File: src/rtl/lt24_panel_receiver_if.sv
// LT24 8080-style bus plus addressed-pixel output stream.
// Slave = panel receiver; master = bus initiator / pixel consumer.
interface lt24_panel_receiver_if;
    logic        lt24_cs;
    logic        lt24_rs;
    logic        lt24_wr;
    logic        lt24_rd;
    logic [15:0] lt24_data;
    logic        pix_valid;
    logic        pix_ready;
    logic [8:0]  pix_x;
    logic [8:0]  pix_y;
    logic [15:0] pix_data;

    modport master (
        output lt24_cs, lt24_rs, lt24_wr, lt24_rd, lt24_data, pix_ready,
        input  pix_valid, pix_x, pix_y, pix_data
    );

    modport slave (
        input  lt24_cs, lt24_rs, lt24_wr, lt24_rd, lt24_data, pix_ready,
        output pix_valid, pix_x, pix_y, pix_data
    );
endinterface

File: src/rtl/lt24_panel_receiver.sv
// Decodes ILI9341 window/memory-write commands and emits addressed pixels.
// Latency: wr edge sampled at k -> push at k+2 -> pix_valid after k+3.
// Backpressure: FIFO_DEPTH-entry FIFO; pushes while full are dropped (sticky overflow).
module lt24_panel_receiver #(
    parameter int unsigned H_RES      = 240,
    parameter int unsigned V_RES      = 320,
    parameter int unsigned FIFO_DEPTH = 4
) (
    input  logic                        i_clk,
    input  logic                        i_reset,
    lt24_panel_receiver_if.slave        bus,
    output logic                        o_ramwr_active,
    output logic                        o_overflow,
    output logic                        o_cmd_err
);
    localparam int unsigned AW = $clog2(FIFO_DEPTH);
    localparam int unsigned CW = AW + 1;
    localparam logic [15:0] LP_H  = 16'(H_RES);
    localparam logic [15:0] LP_V  = 16'(V_RES);
    localparam logic [8:0]  LP_EC = 9'(H_RES - 1);
    localparam logic [8:0]  LP_EP = 9'(V_RES - 1);

    typedef enum logic [2:0] {
        ST_IDLE, ST_IGNORE, ST_CASET, ST_PASET, ST_RAMWR
    } state_t;

    state_t      r_state, w_state_nxt;
    logic        r_cs_s1, r_cs_s2, r_wr_s1, r_wr_s2, r_wr_s3, r_rs_s1, r_rs_s2;
    logic [15:0] r_data_s1, r_data_s2;
    logic [23:0] r_param;
    logic [1:0]  r_pcnt;
    logic [8:0]  r_sc, r_ec, r_sp, r_ep, r_ptr_x, r_ptr_y;
    logic        r_overflow, r_cmd_err;
    logic [33:0] r_mem [FIFO_DEPTH];
    logic [AW-1:0] r_wptr, r_rptr;
    logic [CW-1:0] r_count, w_count_nxt;
    logic        r_head_vld;

    logic        w_strobe, w_cmd, w_dat;
    logic [31:0] w_word;
    logic [15:0] w_start, w_end;
    logic        w_push, w_pop, w_full, w_acc, w_drop;
    logic        w_ld_ptr, w_swreset, w_set_col, w_set_row, w_err_set;
    logic        w_param_clr, w_param_shift;
    logic [33:0] w_head;
    logic        w_unused_rd;

    // Reads are unsupported; rd is deliberately left unobserved.
    assign w_unused_rd = bus.lt24_rd;

    always_ff @(posedge i_clk) begin
        if (i_reset) begin
            r_cs_s1   <= 1'b1;
            r_cs_s2   <= 1'b1;
            r_wr_s1   <= 1'b1;
            r_wr_s2   <= 1'b1;
            r_wr_s3   <= 1'b1;
            r_rs_s1   <= 1'b0;
            r_rs_s2   <= 1'b0;
            r_data_s1 <= '0;
            r_data_s2 <= '0;
        end else begin
            r_cs_s1   <= bus.lt24_cs;
            r_cs_s2   <= r_cs_s1;
            r_wr_s1   <= bus.lt24_wr;
            r_wr_s2   <= r_wr_s1;
            r_wr_s3   <= r_wr_s2;
            r_rs_s1   <= bus.lt24_rs;
            r_rs_s2   <= r_rs_s1;
            r_data_s1 <= bus.lt24_data;
            r_data_s2 <= r_data_s1;
        end
    end

    assign w_strobe = r_wr_s2 & ~r_wr_s3 & ~r_cs_s2;
    assign w_cmd    = w_strobe & ~r_rs_s2;
    assign w_dat    = w_strobe & r_rs_s2;
    assign w_word   = {r_param, r_data_s2[7:0]};
    assign w_start  = w_word[31:16];
    assign w_end    = w_word[15:0];

    always_ff @(posedge i_clk) begin
        if (i_reset) r_state <= ST_IDLE;
        else         r_state <= w_state_nxt;
    end

    always_comb begin
        w_state_nxt   = r_state;
        w_ld_ptr      = 1'b0;
        w_swreset     = 1'b0;
        w_set_col     = 1'b0;
        w_set_row     = 1'b0;
        w_err_set     = 1'b0;
        w_push        = 1'b0;
        w_param_clr   = 1'b0;
        w_param_shift = 1'b0;
        if (w_cmd) begin
            w_param_clr = 1'b1;
            case (r_data_s2[7:0])
                8'h2A:   w_state_nxt = ST_CASET;
                8'h2B:   w_state_nxt = ST_PASET;
                8'h2C: begin
                    w_state_nxt = ST_RAMWR;
                    w_ld_ptr    = 1'b1;
                end
                8'h3C:   w_state_nxt = ST_RAMWR;
                8'h01: begin
                    w_state_nxt = ST_IDLE;
                    w_swreset   = 1'b1;
                end
                default: w_state_nxt = ST_IGNORE;
            endcase
        end else if (w_dat) begin
            case (r_state)
                ST_CASET, ST_PASET: begin
                    if (r_pcnt == 2'd3) begin
                        w_state_nxt = ST_IDLE;
                        w_param_clr = 1'b1;
                        if (r_state == ST_CASET) begin
                            if (w_start <= w_end && w_end < LP_H) w_set_col = 1'b1;
                            else                                  w_err_set = 1'b1;
                        end else begin
                            if (w_start <= w_end && w_end < LP_V) w_set_row = 1'b1;
                            else                                  w_err_set = 1'b1;
                        end
                    end else begin
                        w_param_shift = 1'b1;
                    end
                end
                ST_RAMWR: w_push = 1'b1;
                default: ;
            endcase
        end else if (r_cs_s2 && (r_state == ST_CASET || r_state == ST_PASET)) begin
            // Deselect abandons a half-collected window; RAMWR survives deselect.
            w_state_nxt = ST_IDLE;
            w_param_clr = 1'b1;
        end
    end

    always_ff @(posedge i_clk) begin
        if (i_reset) begin
            r_sc       <= '0;
            r_ec       <= LP_EC;
            r_sp       <= '0;
            r_ep       <= LP_EP;
            r_ptr_x    <= '0;
            r_ptr_y    <= '0;
            r_param    <= '0;
            r_pcnt     <= '0;
            r_overflow <= 1'b0;
            r_cmd_err  <= 1'b0;
        end else begin
            if (w_param_clr) begin
                r_pcnt <= '0;
            end else if (w_param_shift) begin
                r_pcnt  <= r_pcnt + 2'd1;
                r_param <= {r_param[15:0], r_data_s2[7:0]};
            end
            if (w_swreset) begin
                r_sc <= '0;
                r_ec <= LP_EC;
                r_sp <= '0;
                r_ep <= LP_EP;
            end else if (w_set_col) begin
                r_sc <= w_start[8:0];
                r_ec <= w_end[8:0];
            end else if (w_set_row) begin
                r_sp <= w_start[8:0];
                r_ep <= w_end[8:0];
            end
            if (w_swreset) begin
                r_ptr_x <= '0;
                r_ptr_y <= '0;
            end else if (w_ld_ptr) begin
                r_ptr_x <= r_sc;
                r_ptr_y <= r_sp;
            end else if (w_push) begin
                if (r_ptr_x < r_ec) begin
                    r_ptr_x <= r_ptr_x + 9'd1;
                end else begin
                    r_ptr_x <= r_sc;
                    r_ptr_y <= (r_ptr_y < r_ep) ? r_ptr_y + 9'd1 : r_sp;
                end
            end
            if (w_err_set) r_cmd_err  <= 1'b1;
            if (w_drop)    r_overflow <= 1'b1;
        end
    end

    assign w_pop  = r_head_vld & bus.pix_ready;
    assign w_full = (r_count == CW'(FIFO_DEPTH));
    assign w_acc  = w_push & (~w_full | w_pop);
    assign w_drop = w_push & w_full & ~w_pop;

    always_comb begin
        case ({w_acc, w_pop})
            2'b10:   w_count_nxt = r_count + CW'(1);
            2'b01:   w_count_nxt = r_count - CW'(1);
            default: w_count_nxt = r_count;
        endcase
    end

    always_ff @(posedge i_clk) begin
        if (w_acc) r_mem[r_wptr] <= {r_ptr_x, r_ptr_y, r_data_s2};
    end

    // Head visibility lags a fresh push by one cycle; entries already queued show at once after a pop.
    always_ff @(posedge i_clk) begin
        if (i_reset) begin
            r_wptr     <= '0;
            r_rptr     <= '0;
            r_count    <= '0;
            r_head_vld <= 1'b0;
        end else begin
            if (w_acc) r_wptr <= r_wptr + AW'(1);
            if (w_pop) r_rptr <= r_rptr + AW'(1);
            r_count    <= w_count_nxt;
            r_head_vld <= ((r_count - CW'(w_pop)) != '0);
        end
    end

    assign w_head         = r_mem[r_rptr];
    assign bus.pix_valid  = r_head_vld;
    assign bus.pix_x      = r_head_vld ? w_head[33:25] : 9'd0;
    assign bus.pix_y      = r_head_vld ? w_head[24:16] : 9'd0;
    assign bus.pix_data   = r_head_vld ? w_head[15:0]  : 16'd0;
    assign o_ramwr_active = (r_state == ST_RAMWR);
    assign o_overflow     = r_overflow;
    assign o_cmd_err      = r_cmd_err;
endmodule

File: src/flat_wrapper.sv
// flat-port wrapper written by rule: the top's interface ports become plain ports
module lt24_panel_receiver_flat 
#(
    parameter int unsigned H_RES      = 240,
    parameter int unsigned V_RES      = 320,
    parameter int unsigned FIFO_DEPTH = 4
)
  (i_clk, i_reset, o_ramwr_active, o_overflow, o_cmd_err, bus_lt24_cs, bus_lt24_rs, bus_lt24_wr, bus_lt24_rd, bus_lt24_data, bus_pix_ready, bus_pix_valid, bus_pix_x, bus_pix_y, bus_pix_data);
  lt24_panel_receiver_if bus_i ();
  input  logic i_clk;
  input  logic i_reset;
  output logic o_ramwr_active;
  output logic o_overflow;
  output logic o_cmd_err;
  input wire logic [$bits(bus_i.lt24_cs)-1:0] bus_lt24_cs;
  input wire logic [$bits(bus_i.lt24_rs)-1:0] bus_lt24_rs;
  input wire logic [$bits(bus_i.lt24_wr)-1:0] bus_lt24_wr;
  input wire logic [$bits(bus_i.lt24_rd)-1:0] bus_lt24_rd;
  input wire logic [$bits(bus_i.lt24_data)-1:0] bus_lt24_data;
  input wire logic [$bits(bus_i.pix_ready)-1:0] bus_pix_ready;
  output wire logic [$bits(bus_i.pix_valid)-1:0] bus_pix_valid;
  output wire logic [$bits(bus_i.pix_x)-1:0] bus_pix_x;
  output wire logic [$bits(bus_i.pix_y)-1:0] bus_pix_y;
  output wire logic [$bits(bus_i.pix_data)-1:0] bus_pix_data;
  assign bus_i.lt24_cs = bus_lt24_cs;
  assign bus_i.lt24_rs = bus_lt24_rs;
  assign bus_i.lt24_wr = bus_lt24_wr;
  assign bus_i.lt24_rd = bus_lt24_rd;
  assign bus_i.lt24_data = bus_lt24_data;
  assign bus_i.pix_ready = bus_pix_ready;
  assign bus_pix_valid = bus_i.pix_valid;
  assign bus_pix_x = bus_i.pix_x;
  assign bus_pix_y = bus_i.pix_y;
  assign bus_pix_data = bus_i.pix_data;
  lt24_panel_receiver #(.H_RES(H_RES), .V_RES(V_RES), .FIFO_DEPTH(FIFO_DEPTH)) u_core (.i_clk(i_clk), .i_reset(i_reset), .bus(bus_i), .o_ramwr_active(o_ramwr_active), .o_overflow(o_overflow), .o_cmd_err(o_cmd_err));
endmodule
File: config.mk
export PLATFORM = sky130hd
export DESIGN_NAME = lt24_panel_receiver_flat
export DESIGN_NICKNAME = d
export VERILOG_FILES = /design/src/rtl/lt24_panel_receiver_if.sv /design/src/rtl/lt24_panel_receiver.sv /design/src/flat_wrapper.sv
export SDC_FILE = /design/constraint.sdc
export NUM_CORES = 1
export LEC_CHECK = 0
export ABC_AREA = 1
export CELL_PAD_IN_SITES_DETAIL_PLACEMENT = 1
export CELL_PAD_IN_SITES_GLOBAL_PLACEMENT = 1
export CORE_MARGIN = 4
export CORE_UTILIZATION = 50
export DETAILED_ROUTE_END_ITERATION = 8
export PLACE_DENSITY_LB_ADDON = 0.1
export SKIP_CTS_REPAIR_TIMING = 1
export SLEW_MARGIN = 20
export SYNTH_ARGS = -nofsm -noshare
export SYNTH_HDL_FRONTEND = slang
export SYNTH_SLANG_ARGS = --single-unit
File: constraint.sdc
create_clock -name i_clk -period 6.2 [get_ports i_clk]
set_clock_uncertainty 0.05 [all_clocks]
set_input_delay 1.86 -clock i_clk [delete_from_list [all_inputs] [get_ports i_clk]]
set_output_delay 1.86 -clock i_clk [all_outputs]
set_load 0.01 [all_outputs]
# --- Yosys cells after proc, flatten, opt, wreduce, memory -nomap -nowiden ---
# Memory sizes are Yosys's and may differ from the RTL's. A register that Yosys moved wholly into a read port is not among the register bits.
# Cells that the tools add are included.
totals:
  n_memories: 1
  latchBits: 0
  in_bits: 23
  register_bits: 132
  mem_bits_ro: 0
  out_inout_bits: 38
  ram_bits: 136
classes:
  mul: 0
  n_bitwise: 16
  muxes: 56
  reduce_logical: 16
  div_mod_pow: 0
  shifts: 0
  add_sub_neg: 8
  magnitude_cmp: 5
  n_eq_ne: 15
memory_table:
  columns: ["memory", "depth", "width", "rd", "rd_clocked_by_memory_dff", "write_ports", "line_no", "source"]
  rows:
  - ["u_core.r_mem", 4, 34, 1, 1, 1, "lt24_panel_receiver.sv:34", "logic [33:0] r_mem [FIFO_DEPTH];"]
ops:
  columns: ["operator", "count"]
  rows:
  - ["2-to-1 mux 9 bit", 9]
  - ["2-to-1 mux 1 bit", 37]
  - ["equality test 8 x 6 -> 1 bit, second input constant", 4]
  - ["adder 9 x 1 -> 9 bit, second input constant", 2]
  - ["< comparator 9 bit", 2]
  - ["less-or-equal comparator 16 bit", 1]
  - ["< comparator 16 x 8 -> 1 bit, second input constant", 1]
  - ["< comparator 16 x 9 -> 1 bit, second input constant", 1]
  - ["2-to-1 mux 16 bit", 1]
  - ["2-to-1 mux 3 bit", 5]
  - ["case mux 3 bit (4 select lines)", 1]
  - ["bitwise AND 1 bit", 8]
  - ["equality test 8 x 1 -> 1 bit, second input constant", 1]
  - ["OR reduction 2 bit", 4]
  - ["inverter 1 bit", 7]
  - ["adder 2 x 1 -> 2 bit, second input constant", 3]
  - ["equality test 3 x 2 -> 1 bit, second input constant", 2]
  - ["equality test 3 bit, second input constant", 2]
  - ["!= test 3 x 2 -> 1 bit, second input constant", 2]
  - ["case mux 3 bit (2 select lines)", 1]
  - ["AND reduction 2 bit", 3]
  - ["nonzero test 3 bit", 2]
  - ["equality test 2 bit, second input constant", 2]
  - ["2-to-1 mux 2 bit", 2]
  - ["other kinds (10)", 13]

# --- Depth between registers and ports, before layout ---
# Gate-level depths: netlist of run 1.
depth:
  depth_word: 10
  depth_mapped: 17

# --- Least setup slack after synthesis of run 1 ---
# Ideal clock, no wire load.
synth_path:
  kind: "input-to-reg"
  start: "in bus_pix_ready"
  end: "mem u_core.r_mem[0][0] (enable)"
  t_arrival_ns: 3.788
  slack_ns: 1.937
  path_buffers: 0
  stages: 6
  t_required_ns: 5.725
  path_cell_list: "nand2_1 inv_1 nor2_1 nor2_2 inv_1 nor2_1"
synth_via:
  elab_chain_cells: 5
synth_rtl:
  columns: ["element", "line_no", "source"]
  rows:
  - ["start, declared", "flat_wrapper.sv:20", "input wire logic [$bits(bus_i.pix_ready)-1:0] bus_pix_ready;"]
  - ["bitwise AND 1 bit", "lt24_panel_receiver.sv:190", "assign w_pop = r_head_vld & bus.pix_ready;"]
  - ["net u_core.w_pop", "lt24_panel_receiver.sv:42", "logic w_push, w_pop, w_full, w_acc, w_drop;"]
  - ["OR 1 bit", "lt24_panel_receiver.sv:192", "assign w_acc = w_push & (~w_full | w_pop);"]
  - ["bitwise AND 1 bit", "lt24_panel_receiver.sv:192", null]
  - ["2-to-1 mux 1 bit", "lt24_panel_receiver.sv:204", "if (w_acc) r_mem[r_wptr] <= {r_ptr_x, r_ptr_y, r_data_s2};"]
  - ["2-to-1 mux 1 bit (implied by the code)", "lt24_panel_receiver.sv:204", null]
  - ["end, declared", "lt24_panel_receiver.sv:34", null]
# The timed path passes the listed nets, and every way through them passes these cells.

# --- Final worst setup path of run 1 ---
layout_path:
  start: "reg u_core.r_head_vld, in the netlist u_core.bus.pix_valid"
  end: "out bus_pix_data[9]"
layout_via:
  elab_chain_cells: 1
layout_rtl:
  columns: ["element", "line_no", "source"]
  rows:
  - ["start, declared", "lt24_panel_receiver.sv:37", "logic r_head_vld;"]
  - ["start signal, assigned", "lt24_panel_receiver.sv:218", "r_head_vld <= ((r_count - CW'(w_pop)) != '0);"]
  - ["2-to-1 mux 16 bit", "lt24_panel_receiver.sv:226", "assign bus.pix_data = r_head_vld ? w_head[15:0] : 16'd0;"]
  - ["end, declared", "flat_wrapper.sv:24", "output wire logic [$bits(bus_i.pix_data)-1:0] bus_pix_data;"]
# Every way passes these cells.

==> results_dict.tcl, run 1 <==
set metrics [dict create \
    num_vias 8763 \
    synth-compound-area-share_pct 9.704 \
    clock_sinks 270 \
    rsz0062_at_grt "false" \
    p_int_w 0.003106 \
    crit_arrival_ns 2.99 \
    yosysWarnings 0 \
    synth_area_leader_cell "edfxtp_1" \
    synth_cell_types 38 \
    holdCritPathClass "flop to flop" \
    gp_congestion 0.8132 \
    finalHoldViolCount 0 \
    p_leak_nw 5.739 \
    synth_nets 1333 \
    synth.most_common_cell "nor2_1" \
    ys.flop_type "edfxtp_1" \
    period_share_pct 79.11 \
    tightest_slew_ns 1.046 \
    fin_nets 1385 \
    cap_violations 0 \
    diodes 0 \
    hpwl_mm 18.58 \
    multiInputGateArea_um2 3984 \
    powerDensity_nw_per_um2 304.5 \
    synth-simple-area-share_pct 19.09 \
    fin_util_pct 59.03 \
    crit_path_start_kind "flop" \
    path_class "flop to output port" \
    grt_pass1_wl_mm 47.36 \
    core_um2 22640 \
    avgViaCountPerCell 5.379 \
    async_flop_share_pct 0 \
    cp_slowest_cell "clkinv_1" \
    p_switching_w 0.0009645 \
    min_from "u_core.r_data_s1[14]" \
    fillCellCount 2581 \
    cts_root_buffer "clkbuf_16" \
    numPortBuffers 59 \
    seq_power_share_pct 46.8 \
    slowest_delay_ns 0.78 \
    crit_start "u_core.bus.pix_valid" \
    yosysTopAreaCellShare_pct 35.43 \
    h-tree-depth 1 \
    yosys-top-cells-count "nor2_1, nand2_1, edfxtp_1, inv_1, dfxtp_1" \
    crit_path_max_fanout 25 \
    stdcell_count 1629 \
    synthTopCellsByArea "edfxtp_1, dfxtp_1, nor2_1" \
    clock.fmax_ghz 0.2039 \
    synth-xor-area-share_pct 0.9877 \
    clk_pin_slew_worst_paths_ns 0.06 \
    clk_latency_ns 0.54 \
    final.setup.worst_slack_ns 1.295 \
    synth_top_family_by_area "simple AND/OR/NAND/NOR gates" \
    avgSynthCellArea_um2 9.084 \
    clockBufferDepth 3 \
    ys_seq_area_share_pct 58.70 \
    clock_power_share_pct 43.9 \
    synthCells 1269 \
    netlist_area_um2 11530 \
    status "finished, final reports clean" \
    worstPathRequired_ns 4.29 \
    timing.final.max_slew_violations 0 \
    slew-limit-headroom_pct 30.23 \
    grt_max_degree 69 \
    synth-edff-count 136 \
    setup_violations 0 \
    placed_cells 1575 \
    die_area_um2 25550 \
    whs_ns 0.3510 \
    setup-tns-final_ns 0 \
    drive_gt1_share_pct 7.515 \
    grt_pass1_vias 9152 \
    drt_pass1_iterations 4 \
    ios 61 \
    swShare_pct 23.70 \
    pre_cts_ws_ns 1.841 \
    cts_buffers 29 \
    p_comb_share_pct 9.2 \
    synthAdderAreaFrac_pct 4.515 \
    muxShareOfSynthArea_pct 0 \
    worst_ir_drop_vdd_mv 0.1765 \
    routedWlPerCell_um 17.88 \
    die_y_um 159.8 \
    die_w_um 159.8 \
    start_util_pct 50.91 \
    path_cells "clkinv_1 > buf_4 > a21oi_1 > clkdlybuf4s50_1" \
    routed_wl_mm 29.13 \
    cts_tree "built" \
    placementRows 55 \
    ant_nets 0 \
    drc 0 \
    reg2reg_from "u_core.r_state[2]" \
    ys_ff_latch 270 \
    period_needed_ns 4.905 \
    grt_usage_pct 22.68 \
    syn_to_final_growth_pct 15.94 \
    drt_iter0_markers 579 \
    endpoint_kind "output port" \
    grt-ovfl-total 0 \
    antenna_found_initial 0 \
    regArea_um2 6768 \
]
==> routing by layer <==
metal  wire (µm)  global-route usage (%)  up-vias
met3        1021                   2.452       46
met2       14500                   40.65      144
li1            -                       -     4247
met4         619                   5.475        0
met1       12990                   29.71     4326
met5           0                       0        -
==> power groups by stage <==
stage | sequential (W) | clock (W) | combinational [W]
after floorplan | 0.00193 | 0 | 0.000224
after global placement | 0.00194 | 0 | 0.000362
after detailed placement | 0.00194 | 0 | 0.000378
after CTS | 0.00191 | 0.00181 | 0.000383
after global routing | 0.00191 | 0.00190 | 0.000420
final | 0.00191 | 0.00179 | 0.000376
==> final cells by class <==
class                   instances  share of cell area [%]
clock inverters                16                   1.432
repair buffers                 71                   5.242
clock buffers                  38                   6.029
flip-flops and latches        270                   50.64
well taps                     285                   2.668
inverters                     149                   4.185
multi-input cells             800                   29.81
==> cell usage in the layout (no fill, tap or decap), drive strengths merged <==
cell type        n
nor2           281
nand2          178
inv            148
edfxtp         136
dfxtp          134
o21ai          120
a21oi           89
clkdlybuf4s50   58
nand3           44
ha              40
clkbuf          38
nand4           13
buf             13
clkinv          12
xor2            11
nor3             7
or2              4
bufinv           4
a21o             3
o21a             2
xnor2            2
o21bai           1
nor3b            1
nand3b           1
o211ai           1
o2111ai          1
fa               1
clkinvlp         1
==> registers in the layout, indices dropped and copies added (netlist names), 2 cells and up, named ones only <==
| signal | cells |
|---|---|
| u_core.r_count | 3 |
| u_core.r_data_s1 | 16 |
| u_core.r_data_s2 | 16 |
| u_core.r_ec | 9 |
| u_core.r_ep | 9 |
| u_core.r_mem | 136 |
| u_core.r_param | 24 |
| u_core.r_pcnt | 2 |
| u_core.r_ptr_x | 9 |
| u_core.r_ptr_y | 9 |
| u_core.r_rptr | 2 |
| u_core.r_sc | 9 |
| u_core.r_sp | 9 |
| u_core.r_state | 3 |
| u_core.r_wptr | 2 |
==> logic make-up after synthesis <==
kind of cell / Yosys count
AO/OA/AOI/OAI: 217
XOR/XNOR: 13
adder cells (fa/ha/maj): 41
buffers and inverters: 199
flip-flops: 270
AND/OR/NAND/NOR: 529
==> worst max-delay path, delay by kind of cell (launching register included) <==
family          cells  cell delay [ns]
buf+inv             3             1.85
compound gates      1             0.17
flops               1             0.42
==> per-stage QoR <==
stage | cell area (µm²) | power, W
global placement | 12330 | 0.002304
CTS | 13370 | 0.004101
floorplan | 11530 | 0.002159
finish | 13370 | 0.004070
detailed placement | 12370 | 0.002323
global route | 13370 | 0.004228
==> final timing paths <==
kind	to	slack, ns	cells after the start
worst max register to register	u_core.r_mem[1][15]	3.42	7
worst min-delay path	u_core.r_data_s2[14]	0.35	2
worst max-delay path	bus_pix_data[9]	1.30	4
worst min register to register	u_core.r_data_s2[14]	0.35	2
Power figures use the tool's default switching activity.
==> run 2: changes to the inputs <==
Settings changed: CORE_UTILIZATION 50 to 42.
Clock period 6.2 ns to 4.5 ns, I/O delays scaled along.
==> run 2 against run 1 <==
Against the previous run: sequential cell count is the same; critical path depth grew 2; highest routed layer unchanged; final cell count grew 3.9%; largest cell class unchanged; clock power grew 39%; critical endpoint is now bus_pix_data[0]; cell area grew 1.0%; non-clock buffer count grew 6; largest power group unchanged; global-route usage shrank 4.1 points.
==> results_dict.tcl, run 2 (synthesis results as in run 1) <==
set metrics [dict create \
    holdPathEnd "u_core.r_data_s2[0]" \
    p_switching_w 0.001332 \
    die_w_um 173.7 \
    fin_nets 1392 \
    timing.final.max_slew_violations 0 \
    period_share_pct 93.15 \
    clock.fmax_ghz 0.2386 \
    antenna_found_initial 0 \
    finalHoldViolCount 0 \
    seq_power_share_pct 46.6 \
    cap_violations 0 \
    fillCellCount 3084 \
    numPortBuffers 59 \
    gp_congestion 0.7600 \
    drt_pass1_iterations 4 \
    finalPower_w 0.005638 \
    setup_violations 0 \
    clk_pin_slew_worst_paths_ns 0.06 \
    grt_max_degree 55 \
    clock_sinks 270 \
    clk_latency_ns 0.55 \
    clock_power_share_pct 44.2 \
    cts_buffers 30 \
    grt_usage_pct 18.63 \
    worst_ir_drop_vdd_mv 0.2670 \
    avgViaCountPerCell 5.022 \
    p_comb_share_pct 9.2 \
    regToRegSetupSlack_ns 1.44 \
    hold-path-cell-count 2 \
    min_from "u_core.r_data_s1[0]" \
    pre_cts_ws_ns 0.8689 \
    final.setup.worst_slack_ns 0.3081 \
    swShare_pct 23.63 \
    fin_util_pct 50.09 \
    routedWlPerCell_um 16.60 \
    setup-tns-final_ns 0 \
    status "finished, final reports clean" \
    ant_nets 0 \
    holdCritPathClass "flop to flop" \
    final_area_um2 13500 \
    drive_gt1_share_pct 8.142 \
    path_class "flop to output port" \
    powerDensity_nw_per_um2 417.6 \
    r2r_cells 16 \
    p_leak_nw 5.783 \
    cts_root_buffer "clkbuf_16" \
    top_regs "u_core.r_mem: 136 flops, u_core.r_param: 24 flops" \
    final_common_cell "nor2_1" \
    rsz0062_at_grt "false" \
    grt_pass1_wl_mm 45.87 \
    layout_common_cells "nor2_1, nand2_1, inv_1, edfxtp_1, dfxtp_1" \
    tightest_slew_ns 0.8394 \
    crit_arrival_ns 2.79 \
    drt_iter0_markers 483 \
    reg2reg_from "u_core.r_data_s2[1]" \
    ios 61 \
    die_area_um2 30160 \
    drc 0 \
    die_y_um 173.7 \
    endpoint_kind "output port" \
    placed_cell_area_um2 12470 \
    period_needed_ns 4.192 \
    diodes 0 \
    placementRows 60 \
    crit_path_start_kind "flop" \
    worstPathRequired_ns 3.10 \
    syn_to_final_growth_pct 17.12 \
    hpwl_mm 17.68 \
    core_um2 26950 \
    grt-ovfl-total 0 \
    cts_tree "built" \
    regMostFlops "u_core.r_mem" \
    grt_pass1_vias 8733 \
    r2r-end "u_core.r_ec[0]" \
    clockBufferDepth 3 \
    largest_reg_flops 136 \
    start_util_pct 42.77 \
    h-tree-depth 1 \
    slew-limit-headroom_pct 43.96 \
    crit_path_max_fanout 54 \
    routed_wl_mm 28.09 \
    num_vias 8497 \
    p_int_w 0.004306 \
]
-- run 2: how the worst max path moves through the flow --
stage / start / to / slack (ns) / depth (start not counted)
after floorplan: bus_pix_ready / u_core.r_mem[0][0] / 0.75 / 6
after global placement: flop / bus_pix_data[6] / 0.88 / 6
after detailed placement: flop / bus_pix_data[15] / 0.87 / 6
after CTS: flop / bus_pix_data[0] / 0.27 / 6
after global routing: flop / bus_pix_y[1] / 0.04 / 6
final: flop / bus_pix_data[0] / 0.31 / 6
-- run 2: power by group through the flow --
stage / Combinational (W) / Clock (W) / Sequential (W)
floorplan: 0.000308 / 0 / 0.00267
global placement: 0.000515 / 0 / 0.00268
detailed placement: 0.000524 / 0 / 0.00268
CTS: 0.000528 / 0.00255 / 0.00263
global route: 0.000578 / 0.00267 / 0.00263
finish: 0.000516 / 0.00249 / 0.00263
-- run 2: through the flow --
step	instances	hold WS (ns)
6_report	1692	0.3530
4_1_cts	1692	0.3571
2_1_floorplan	1269	0.3383
5_1_grt	1692	0.3720
3_3_place_gp	1637	0.3395
3_5_place_dp	1637	0.3482
-- run 2: critical path: stages, from the launching register on --
cell and delay, ns:
dfxtp_2 0.53, buf_4 0.57, nor2_1 0.11, nor2_1 0.10
o21ai_0 0.08, a21oi_1 0.24, clkdlybuf4s50_1 0.58
-- run 2: final cells by class --
cell class / count / area (µm²) / share of cell area (%)
clock buffers: 38 / 852.1 / 6.311
clock inverters: 17 / 177.7 / 1.316
inverters: 149 / 559.3 / 4.143
multi-input cells: 800 / 3984 / 29.51
flip-flops and latches: 270 / 6768 / 50.13
well taps: 341 / 426.7 / 3.160
repair buffers: 77 / 733.2 / 5.431
-- run 2: metal layers --
metal	vias to the layer above	wire length, µm	track usage (%)
li1	4261	-	-
met1	4081	13300	25.37
met2	122	13390	32.51
met3	33	945	2.356
met4	0	463	3.266
met5	-	0	0
